--- config.mk ---
export PLATFORM = sky130hd
export DESIGN_NAME = rom_programmer
export DESIGN_NICKNAME = d
export VERILOG_FILES = /design/src/rtl/rom_prog_pkg.sv /design/src/rtl/rom_prog_timer.sv /design/src/rtl/rom_programmer.sv
export SDC_FILE = /design/constraint.sdc
export NUM_CORES = 1
export LEC_CHECK = 0
export CAP_MARGIN = 20
export CORE_UTILIZATION = 30
export DETAILED_ROUTE_END_ITERATION = 12
export GPL_TIMING_DRIVEN = 0
export PLACE_DENSITY_LB_ADDON = 0.12
export SYNTH_ARGS = -nofsm -noshare
export SYNTH_HDL_FRONTEND = slang
export SYNTH_SLANG_ARGS = --single-unit
--- constraint.sdc ---
create_clock -name clk -period 2.5 [get_ports clk]
set_input_delay 0.5 -clock clk [delete_from_list [all_inputs] [get_ports clk]]
set_output_delay 0.5 -clock clk [all_outputs]
set_load 0.02 [all_outputs]
--- src/rtl/rom_prog_pkg.sv ---
// Shared constants and state encoding for the PROM programmer.
// Operation codes match the read path so both drive the same V1..V4 pins.
package rom_prog_pkg;

    localparam logic [3:0] OP_IDLE = 4'b0000;
    localparam logic [3:0] OP_READ = 4'b1100;
    localparam logic [3:0] OP_PROG = 4'b0011;

    typedef enum logic [3:0] {
        StIdle,
        StFetch,
        StPreread,
        StSetup,
        StPulse,
        StRecover,
        StVerify,
        StNextAddr,
        StDone,
        StError
    } state_t;

    // 556PT5 (3604): 8-bit x 512
    localparam int unsigned PT5_DATA_WIDTH    = 8;
    localparam int unsigned PT5_ADDRESS_WIDTH = 9;
    // 556PT4 (3601): 4-bit x 256
    localparam int unsigned PT4_DATA_WIDTH    = 4;
    localparam int unsigned PT4_ADDRESS_WIDTH = 8;

endpackage

--- src/rtl/rom_prog_timer.sv ---
// Loadable down-counter shared by every timed programmer state.
// Loading N-1 on entry makes the state last exactly N cycles.
module rom_prog_timer #(
    parameter int unsigned WIDTH = 8
) (
    input  logic             clk,
    input  logic             reset_n,
    input  logic             load,
    input  logic [WIDTH-1:0] load_value,
    output logic             expired
);

    logic [WIDTH-1:0] count_q, count_d;

    always_comb begin
        count_d = count_q;
        if (load) begin
            count_d = load_value;
        end else if (count_q != '0) begin
            count_d = count_q - WIDTH'(1);
        end
    end

    always_ff @(posedge clk) begin
        if (!reset_n) begin
            count_q <= '0;
        end else begin
            count_q <= count_d;
        end
    end

    assign expired = (count_q == '0);

endmodule

--- src/rtl/rom_programmer.sv ---
// PROM write engine: per word pre-read, then per-bit Vpp pulse / recover / verify
// with bounded retries; drives the driver board and the shared address/op pins.
module rom_programmer
    import rom_prog_pkg::*;
#(
    parameter int unsigned DATA_WIDTH     = 8,
    parameter int unsigned ADDRESS_WIDTH  = 9,
    parameter int unsigned SETUP_CYCLES   = 16,
    parameter int unsigned PULSE_CYCLES   = 100,
    parameter int unsigned RECOVER_CYCLES = 16,
    parameter int unsigned MAX_RETRIES    = 4
) (
    input  logic                     clk,
    input  logic                     reset_n,
    input  logic                     start,
    input  logic [DATA_WIDTH-1:0]    s_data,
    input  logic                     s_valid,
    output logic                     s_ready,
    input  logic [DATA_WIDTH-1:0]    data_line_in,
    output logic [ADDRESS_WIDTH-1:0] address_line,
    output logic [3:0]               operation,
    output logic [DATA_WIDTH-1:0]    bit_select,
    output logic                     vpp_en,
    output logic                     busy,
    output logic                     done,
    output logic                     error,
    output logic [ADDRESS_WIDTH-1:0] error_address,
    output logic [DATA_WIDTH-1:0]    error_data
);

    localparam int unsigned MAX_SP  = (SETUP_CYCLES > PULSE_CYCLES) ? SETUP_CYCLES : PULSE_CYCLES;
    localparam int unsigned MAX_CYC = (MAX_SP > RECOVER_CYCLES) ? MAX_SP : RECOVER_CYCLES;
    localparam int unsigned TW      = $clog2(MAX_CYC) + 1;
    localparam int unsigned RW      = $clog2(MAX_RETRIES) + 1;

    localparam logic [TW-1:0] T_SETUP   = TW'(SETUP_CYCLES - 1);
    localparam logic [TW-1:0] T_PULSE   = TW'(PULSE_CYCLES - 1);
    localparam logic [TW-1:0] T_RECOVER = TW'(RECOVER_CYCLES - 1);
    localparam logic [RW-1:0] R_MAX     = RW'(MAX_RETRIES);
    localparam logic [ADDRESS_WIDTH-1:0] ADDR_LAST = '1;

    function automatic logic [DATA_WIDTH-1:0] lowest_bit(input logic [DATA_WIDTH-1:0] v);
        return v & (~v + DATA_WIDTH'(1));
    endfunction

    state_t                   state_q, state_d;
    logic [ADDRESS_WIDTH-1:0] addr_q, addr_d;
    logic [DATA_WIDTH-1:0]    word_q, word_d;
    logic [DATA_WIDTH-1:0]    pend_q, pend_d;
    logic [DATA_WIDTH-1:0]    cur_q, cur_d;
    logic [RW-1:0]            retry_q, retry_d;
    logic                     done_q, done_d;
    logic                     error_q, error_d;
    logic [ADDRESS_WIDTH-1:0] err_addr_q, err_addr_d;
    logic [DATA_WIDTH-1:0]    err_data_q, err_data_d;
    logic [DATA_WIDTH-1:0]    remaining;
    logic                     tmr_load;
    logic [TW-1:0]            tmr_value;
    logic                     tmr_expired;

    rom_prog_timer #(
        .WIDTH(TW)
    ) u_timer (
        .clk       (clk),
        .reset_n   (reset_n),
        .load      (tmr_load),
        .load_value(tmr_value),
        .expired   (tmr_expired)
    );

    always_comb begin
        state_d    = state_q;
        addr_d     = addr_q;
        word_d     = word_q;
        pend_d     = pend_q;
        cur_d      = cur_q;
        retry_d    = retry_q;
        done_d     = done_q;
        error_d    = error_q;
        err_addr_d = err_addr_q;
        err_data_d = err_data_q;
        remaining  = '0;
        tmr_load   = 1'b0;
        tmr_value  = T_SETUP;
        s_ready    = 1'b0;
        operation  = OP_IDLE;
        bit_select = '0;
        vpp_en     = 1'b0;
        busy       = 1'b0;

        unique case (state_q)
            StIdle: begin
                if (start) begin
                    addr_d  = '0;
                    done_d  = 1'b0;
                    error_d = 1'b0;
                    state_d = StFetch;
                end
            end
            StFetch: begin
                busy    = 1'b1;
                s_ready = 1'b1;
                if (s_valid) begin
                    word_d   = s_data;
                    tmr_load = 1'b1;
                    state_d  = StPreread;
                end
            end
            StPreread: begin
                busy      = 1'b1;
                operation = OP_READ;
                if (tmr_expired) begin
                    // A blown fuse cannot be restored; a 1 where 0 is wanted is fatal.
                    if ((data_line_in & ~word_q) != '0) begin
                        error_d    = 1'b1;
                        err_addr_d = addr_q;
                        err_data_d = data_line_in;
                        state_d    = StError;
                    end else begin
                        remaining = word_q & ~data_line_in;
                        pend_d    = remaining;
                        if (remaining == '0) begin
                            state_d = StNextAddr;
                        end else begin
                            cur_d    = lowest_bit(remaining);
                            retry_d  = '0;
                            tmr_load = 1'b1;
                            state_d  = StSetup;
                        end
                    end
                end
            end
            StSetup: begin
                busy       = 1'b1;
                operation  = OP_PROG;
                bit_select = cur_q;
                if (tmr_expired) begin
                    tmr_load  = 1'b1;
                    tmr_value = T_PULSE;
                    retry_d   = retry_q + RW'(1);
                    state_d   = StPulse;
                end
            end
            StPulse: begin
                busy       = 1'b1;
                operation  = OP_PROG;
                bit_select = cur_q;
                vpp_en     = 1'b1;
                if (tmr_expired) begin
                    tmr_load  = 1'b1;
                    tmr_value = T_RECOVER;
                    state_d   = StRecover;
                end
            end
            StRecover: begin
                busy       = 1'b1;
                operation  = OP_PROG;
                bit_select = cur_q;
                if (tmr_expired) begin
                    tmr_load = 1'b1;
                    state_d  = StVerify;
                end
            end
            StVerify: begin
                busy      = 1'b1;
                operation = OP_READ;
                if (tmr_expired) begin
                    if ((data_line_in & cur_q) != '0) begin
                        remaining = pend_q & ~cur_q;
                        pend_d    = remaining;
                        if (remaining == '0) begin
                            state_d = StNextAddr;
                        end else begin
                            cur_d    = lowest_bit(remaining);
                            retry_d  = '0;
                            tmr_load = 1'b1;
                            state_d  = StSetup;
                        end
                    end else if (retry_q < R_MAX) begin
                        tmr_load = 1'b1;
                        state_d  = StSetup;
                    end else begin
                        error_d    = 1'b1;
                        err_addr_d = addr_q;
                        err_data_d = data_line_in;
                        state_d    = StError;
                    end
                end
            end
            StNextAddr: begin
                busy = 1'b1;
                if (addr_q == ADDR_LAST) begin
                    done_d  = 1'b1;
                    state_d = StDone;
                end else begin
                    addr_d  = addr_q + ADDRESS_WIDTH'(1);
                    state_d = StFetch;
                end
            end
            StDone, StError: begin
                state_d = StIdle;
            end
            default: begin
                state_d = StIdle;
            end
        endcase
    end

    always_ff @(posedge clk) begin
        if (!reset_n) begin
            state_q    <= StIdle;
            addr_q     <= '0;
            word_q     <= '0;
            pend_q     <= '0;
            cur_q      <= '0;
            retry_q    <= '0;
            done_q     <= 1'b0;
            error_q    <= 1'b0;
            err_addr_q <= '0;
            err_data_q <= '0;
        end else begin
            state_q    <= state_d;
            addr_q     <= addr_d;
            word_q     <= word_d;
            pend_q     <= pend_d;
            cur_q      <= cur_d;
            retry_q    <= retry_d;
            done_q     <= done_d;
            error_q    <= error_d;
            err_addr_q <= err_addr_d;
            err_data_q <= err_data_d;
        end
    end

    assign address_line  = addr_q;
    assign done          = done_q;
    assign error         = error_q;
    assign error_address = err_addr_q;
    assign error_data    = err_data_q;

endmodule

* Word-level counts from Yosys, hierarchy flattened
Cells that the tools add are included.
Word-level totals: input port bits 20, register bits 67, output and inout bits 43, word-level logic and storage cells 153
Cells by class: order comparisons 1, eq/ne operators 24, multiplexer cells 77, $add $sub $neg 5, reductions and logical operators 24, bitwise gates (word level) 11
Operator list (count):
- $mux W8 | 18
- $mux W9 | 7
- $and A8 B8 Y8 | 6
- $pmux W8 S2 | 3
- $mux W4 | 11
- $not A8 Y8 | 5
- $pmux W9 S2 | 2
- $ne A2 B2 Y1 const B | 16
- $pmux W4 S8 | 1
- $mux W3 | 9
- $logic_not A8 Y1 | 3
- $reduce_bool A8 Y1 | 3
- $reduce_and A7 Y1 | 3
- $mux W1 | 19
- $add A8 B1 Y8 const B | 2
- $eq A4 B3 Y1 const B | 4
- $mux W7 | 2
- $add A9 B1 Y9 const B | 1
- $eq A9 B9 Y1 const B | 1
- $pmux W3 S3 | 1
- $eq A4 B2 Y1 const B | 2
- $pmux W4 S2 | 1
- $reduce_and A8 Y1 | 1
- $sub A8 B1 Y8 const B | 1
- 16 further kinds | 20

* Logic depth before layout (Yosys ltp)
depth after elaboration 9, depth in mapped cells 9, depth with buffers taken out 9

* Modules after synthesis
From an unflattened synthesis, not the netlist that was laid out.
Second synthesis, totals: cells, all modules 415, area total of the unflattened synthesis 3580.9 sq um
Modules (own cells, without submodules):
- rom_programmer | seq. area each 1181.1 sq um, cells an instance 364, area an instance 3123.0 sq um, times used 1
- rom_prog_timer | seq. area each 160.2 sq um, cells an instance 51, area an instance 457.9 sq um, times used 1

* Least setup slack after synthesis
Ideal clock, no wire load.
path type flip-flop to flip-flop, start point reg state_q[2], end point reg u_timer.count_q[5], required time 2.365 ns, setup time 0.135 ns, arrival 2.006 ns, clock period less this slack 2.141 ns, cell stages (with the launch flop) 7, buffers on the path 2, slack 0.359 ns, path through dfxtp_1 clkbuf_1 nor4b_1 nand2_1 clkbuf_1 nand3_1 a21oi_1
Between the ends: word-level cells in the longest chain between the ends 4, elaborated cells between the ends (all ways) 11, those cells by class eq/ne (6); mux (3); reduce/logical (2)
RTL lines:
- start, declared | RTL line rom_programmer.sv:46 | state_t state_q, state_d;
- start signal, assigned | RTL line rom_programmer.sv:211 | state_q <= StIdle;
- start signal, assigned | RTL line rom_programmer.sv:222 | state_q <= state_d;
- $eq A4 B3 Y1 / $eq A4 B2 Y1 (equally long branches) | RTL line rom_programmer.sv:91 | unique case (state_q)
- $reduce_or A3 Y1 (no source line)
- $pmux W1 S4 | RTL line rom_programmer.sv:91
- $mux W8 / $reduce_bool A2 Y1 (equally long branches)
- end signal, assigned | RTL line rom_prog_timer.sv:28 | count_q <= count_d;
- end, declared | RTL line rom_prog_timer.sv:13 | logic [WIDTH-1:0] count_q, count_d;
Parallel ways exist; a longest one is shown, timed or not. A chain may end at the register's enable or synchronous reset.

* Worst setup path after layout
start point reg state_q[2], end point out bit_select[5]
Between the ends: word-level cells in the longest chain between the ends 3, elaborated cells between the ends (all ways) 5, those cells by class eq/ne (3); mux (1); reduce/logical (1)
RTL lines:
- $eq A4 B3 Y1 / $eq A4 B2 Y1 (equally long branches) | RTL line rom_programmer.sv:91
- $reduce_or A3 Y1 (no source line) *
- $mux W8 * | RTL line rom_programmer.sv:91
- end, declared | RTL line rom_programmer.sv:22 | output logic [DATA_WIDTH-1:0] bit_select,
Mark *: on every way between the ends. The rest lies on a longest branch, timed or not.

==> out/qor.yml <==
vias_per_cell: 5.06
clock-sinks: 67
cts_buffer_depth: 2
remaining_drc_errors: 0
status: "finished clean"
synth_ff_type: "dfxtp_1"
arrival_ns: 1.92
port_buffers: 62
drt_iter0_drc: 148
start_kind: "flop"
drv_slew: 0
ant_nets: 0
hold-worst-slack_ns: 0.460
clockPowerShare: 0.378
layout_common_cells: "nand2_1, dfxtp_1, clkdlybuf4s50_1"
grt_max_degree: 12
skew_ns: 0.00793
yosys.area.top_type: "dfxtp_1"
fmax_ghz: 0.414
insertedDiodeCount: 0
fin_crit_sh: 0.967
p_switching_mw: 1.25
multi_input_area_um2: 2190
regArea_um2: 1340
maxCapViolCount: 0
peakVddDrop_mv: 0.323
drtPass1Iterations: 4
die_y_um: 113
fin_nets: 549
row_count: 40
htree_levels: 3
clkTransAtPathRegs_ns: 0.05
final_common_cell: "nand2_1"
internal-power_mw: 2.68
n_fill_cell: 1260
antenna_found_initial: 0
rsz0062_at_grt: "no"
synth_cell_types: 62
async_reset_ff_frac: 0
period_minus_slack_ns: 2.42
seq_area_frac_synth: 0.364
grt_pass1_wl_um: 17900
setup_tns_ns: 0
end_kind: "primary output"
fp.dieW_um: 113
p_leak_nw: 1.87
hold_buffers: 0
core_um2: 12000
relSlewSlack: 0.544
vias: 3419
setup_viol: 0
syn_avg_cell_area_um2: 8.24
combPwrFrac: 0.303
routabilityCongestion: 0.790
grt.overflow.total: 0
cts_root_buf: "clkbuf_16"
ys_warn_count: 0
grt_pass1_vias: 3373
cp_max_fo: 11
final_hold_viol_count: 0
cts_tree: "built"
synth_top_area_frac: 0.364
syn_nets: 473
p_seq_frac: 0.320
numCtsBuffers: 9
layout-drive-gt1-share: 0.136
synth_edf_count: 0
crit_required_ns: 2.00
ys_seq_elements: 67
design.die.area_um2: 12700
powerDensity_nw_per_um2: 798
track_usage: 0.182
dpl.hpwl_um: 8120
syn_to_final_growth_pct: 33.7
min_path_type: "reg2reg"
wl_per_cell_um: 16.3
syn_area_um2: 3690
syn_inst: 448
insertion_delay_ns: 0.34
io-pin-count: 63
crit_type: "reg2out"
swShare: 0.318
tightest_slew_ns: 0.684
initial_utilization: 0.307
synth_area_leaders: "dfxtp_1, nand2_1, nand3_1"
drt-total-wl_um: 11000
[cells by family (layout without fill, tap and decap cells)]
kind of cell | after synthesis | in the layout | synth area share
xor gates and xnor gates | 11 | 11 | 0.0261
muxes | 11 | 11 | 0.0302
buffers and inverters | 36 | 117 | 0.0549
DFF | 67 | 67 | 0.364
adders and majority gates | 5 | 5 | 0.0170
AOI/OAI and AO/OA | 94 | 94 | 0.189
and+or+nand+nor | 224 | 224 | 0.319
[critical path, cell delays in order, from the launching register on]
cell and delay (ns):
dfxtp_1 0.33, clkbuf_2 0.19, nand3b_1 0.21, a21oi_2 0.20, clkbuf_8 0.20, and2_1 0.12
dlygate4sd2_1 0.33
[routing by layer]
metal / global-route usage / up-vias / wire length [µm]
met3: 0.0370 / 15 / 532
met2: 0.294 / 79 / 5120
li1: - / 1735 / -
met1: 0.235 / 1590 / 5180
met5: 0 / - / 0
met4: 0.0807 / 0 / 202
[power groups by stage]
stage	registers (mW)	clock network, mW	logic, mW
6_report	1.26	1.49	1.19
2_1_floorplan	1.28	0	0.825
3_3_place_gp	1.28	0	1.15
3_5_place_dp	1.28	0	1.16
5_1_grt	1.27	1.56	1.31
4_1_cts	1.26	1.52	1.19
[area by class of cell]
type | count | share of cell area
multi-input combinational | 345 | 0.444
clock inverter | 4 | 0.0198
clock buffer | 12 | 0.0500
inverter | 10 | 0.00761
buffer | 26 | 0.0363
tap | 147 | 0.0373
sequential | 67 | 0.272
timing repair buffer | 65 | 0.133
[synthesized netlist by cell type, drive strengths merged, types with 2 or more instances]
library cell and instances:
nor4 3, xnor2 3, and2 11, nand2 89, nand3 29, a31o 2
inv 10, nor3 9, or3 5, buf 14, ha 5, and4b 3
and4 2, a22oi 5, mux2i 10, nor4b 3, o21ai 28, dfxtp 67
nand2b 12, o32ai 4, nand4 6, clkbuf 12, a21oi 26, a221oi 2
nand3b 3, o22ai 6, xor2 8, nor2b 18, a2111oi 4, nor2 19
o21a 10, and3 6
[sequential cells by signal, indices dropped and copies added (netlist names)]
name,flops
state_q,4
error_address,9
word_q,8
pend_q,8
error,1
done,1
address_line,9
cur_q,8
retry_q,3
u_timer.count_q,8
error_data,8
[path summary, 6_finish.rpt]
path              start  slack [ns]            endpoint  depth (start not counted)
max          state_q[2]        0.08       bit_select[5]                          6
min                done        0.46                done                          2
max reg2reg  state_q[0]        0.28  u_timer.count_q[2]                          7
min reg2reg        done        0.46                done                          2
[timing repair]
| action | 4_1_cts | 5_1_grt |
|---|---|---|
| pin swaps | 1 | 0 |
| resized for setup | 22 | 15 |
| setup buffers | 2 | 1 |
| endpoints found under the setup margin | 53 | 28 |
| gates cloned | 0 | 0 |
[metrics by stage]
stage               power [mW]  cells  area [µm²]  setup slack, ns   util
floorplan                 2.11    448        3690            0.359      -
finish                    3.93    676        4930           0.0827  0.411
global route              4.14    676        4930          0.00131  0.411
detailed placement        2.44    657        4490           -0.598  0.374
CTS                       3.96    675        4880          0.00942  0.406
global placement          2.43    657        4490           -0.609  0.374
(Power assumes the default switching activity.)
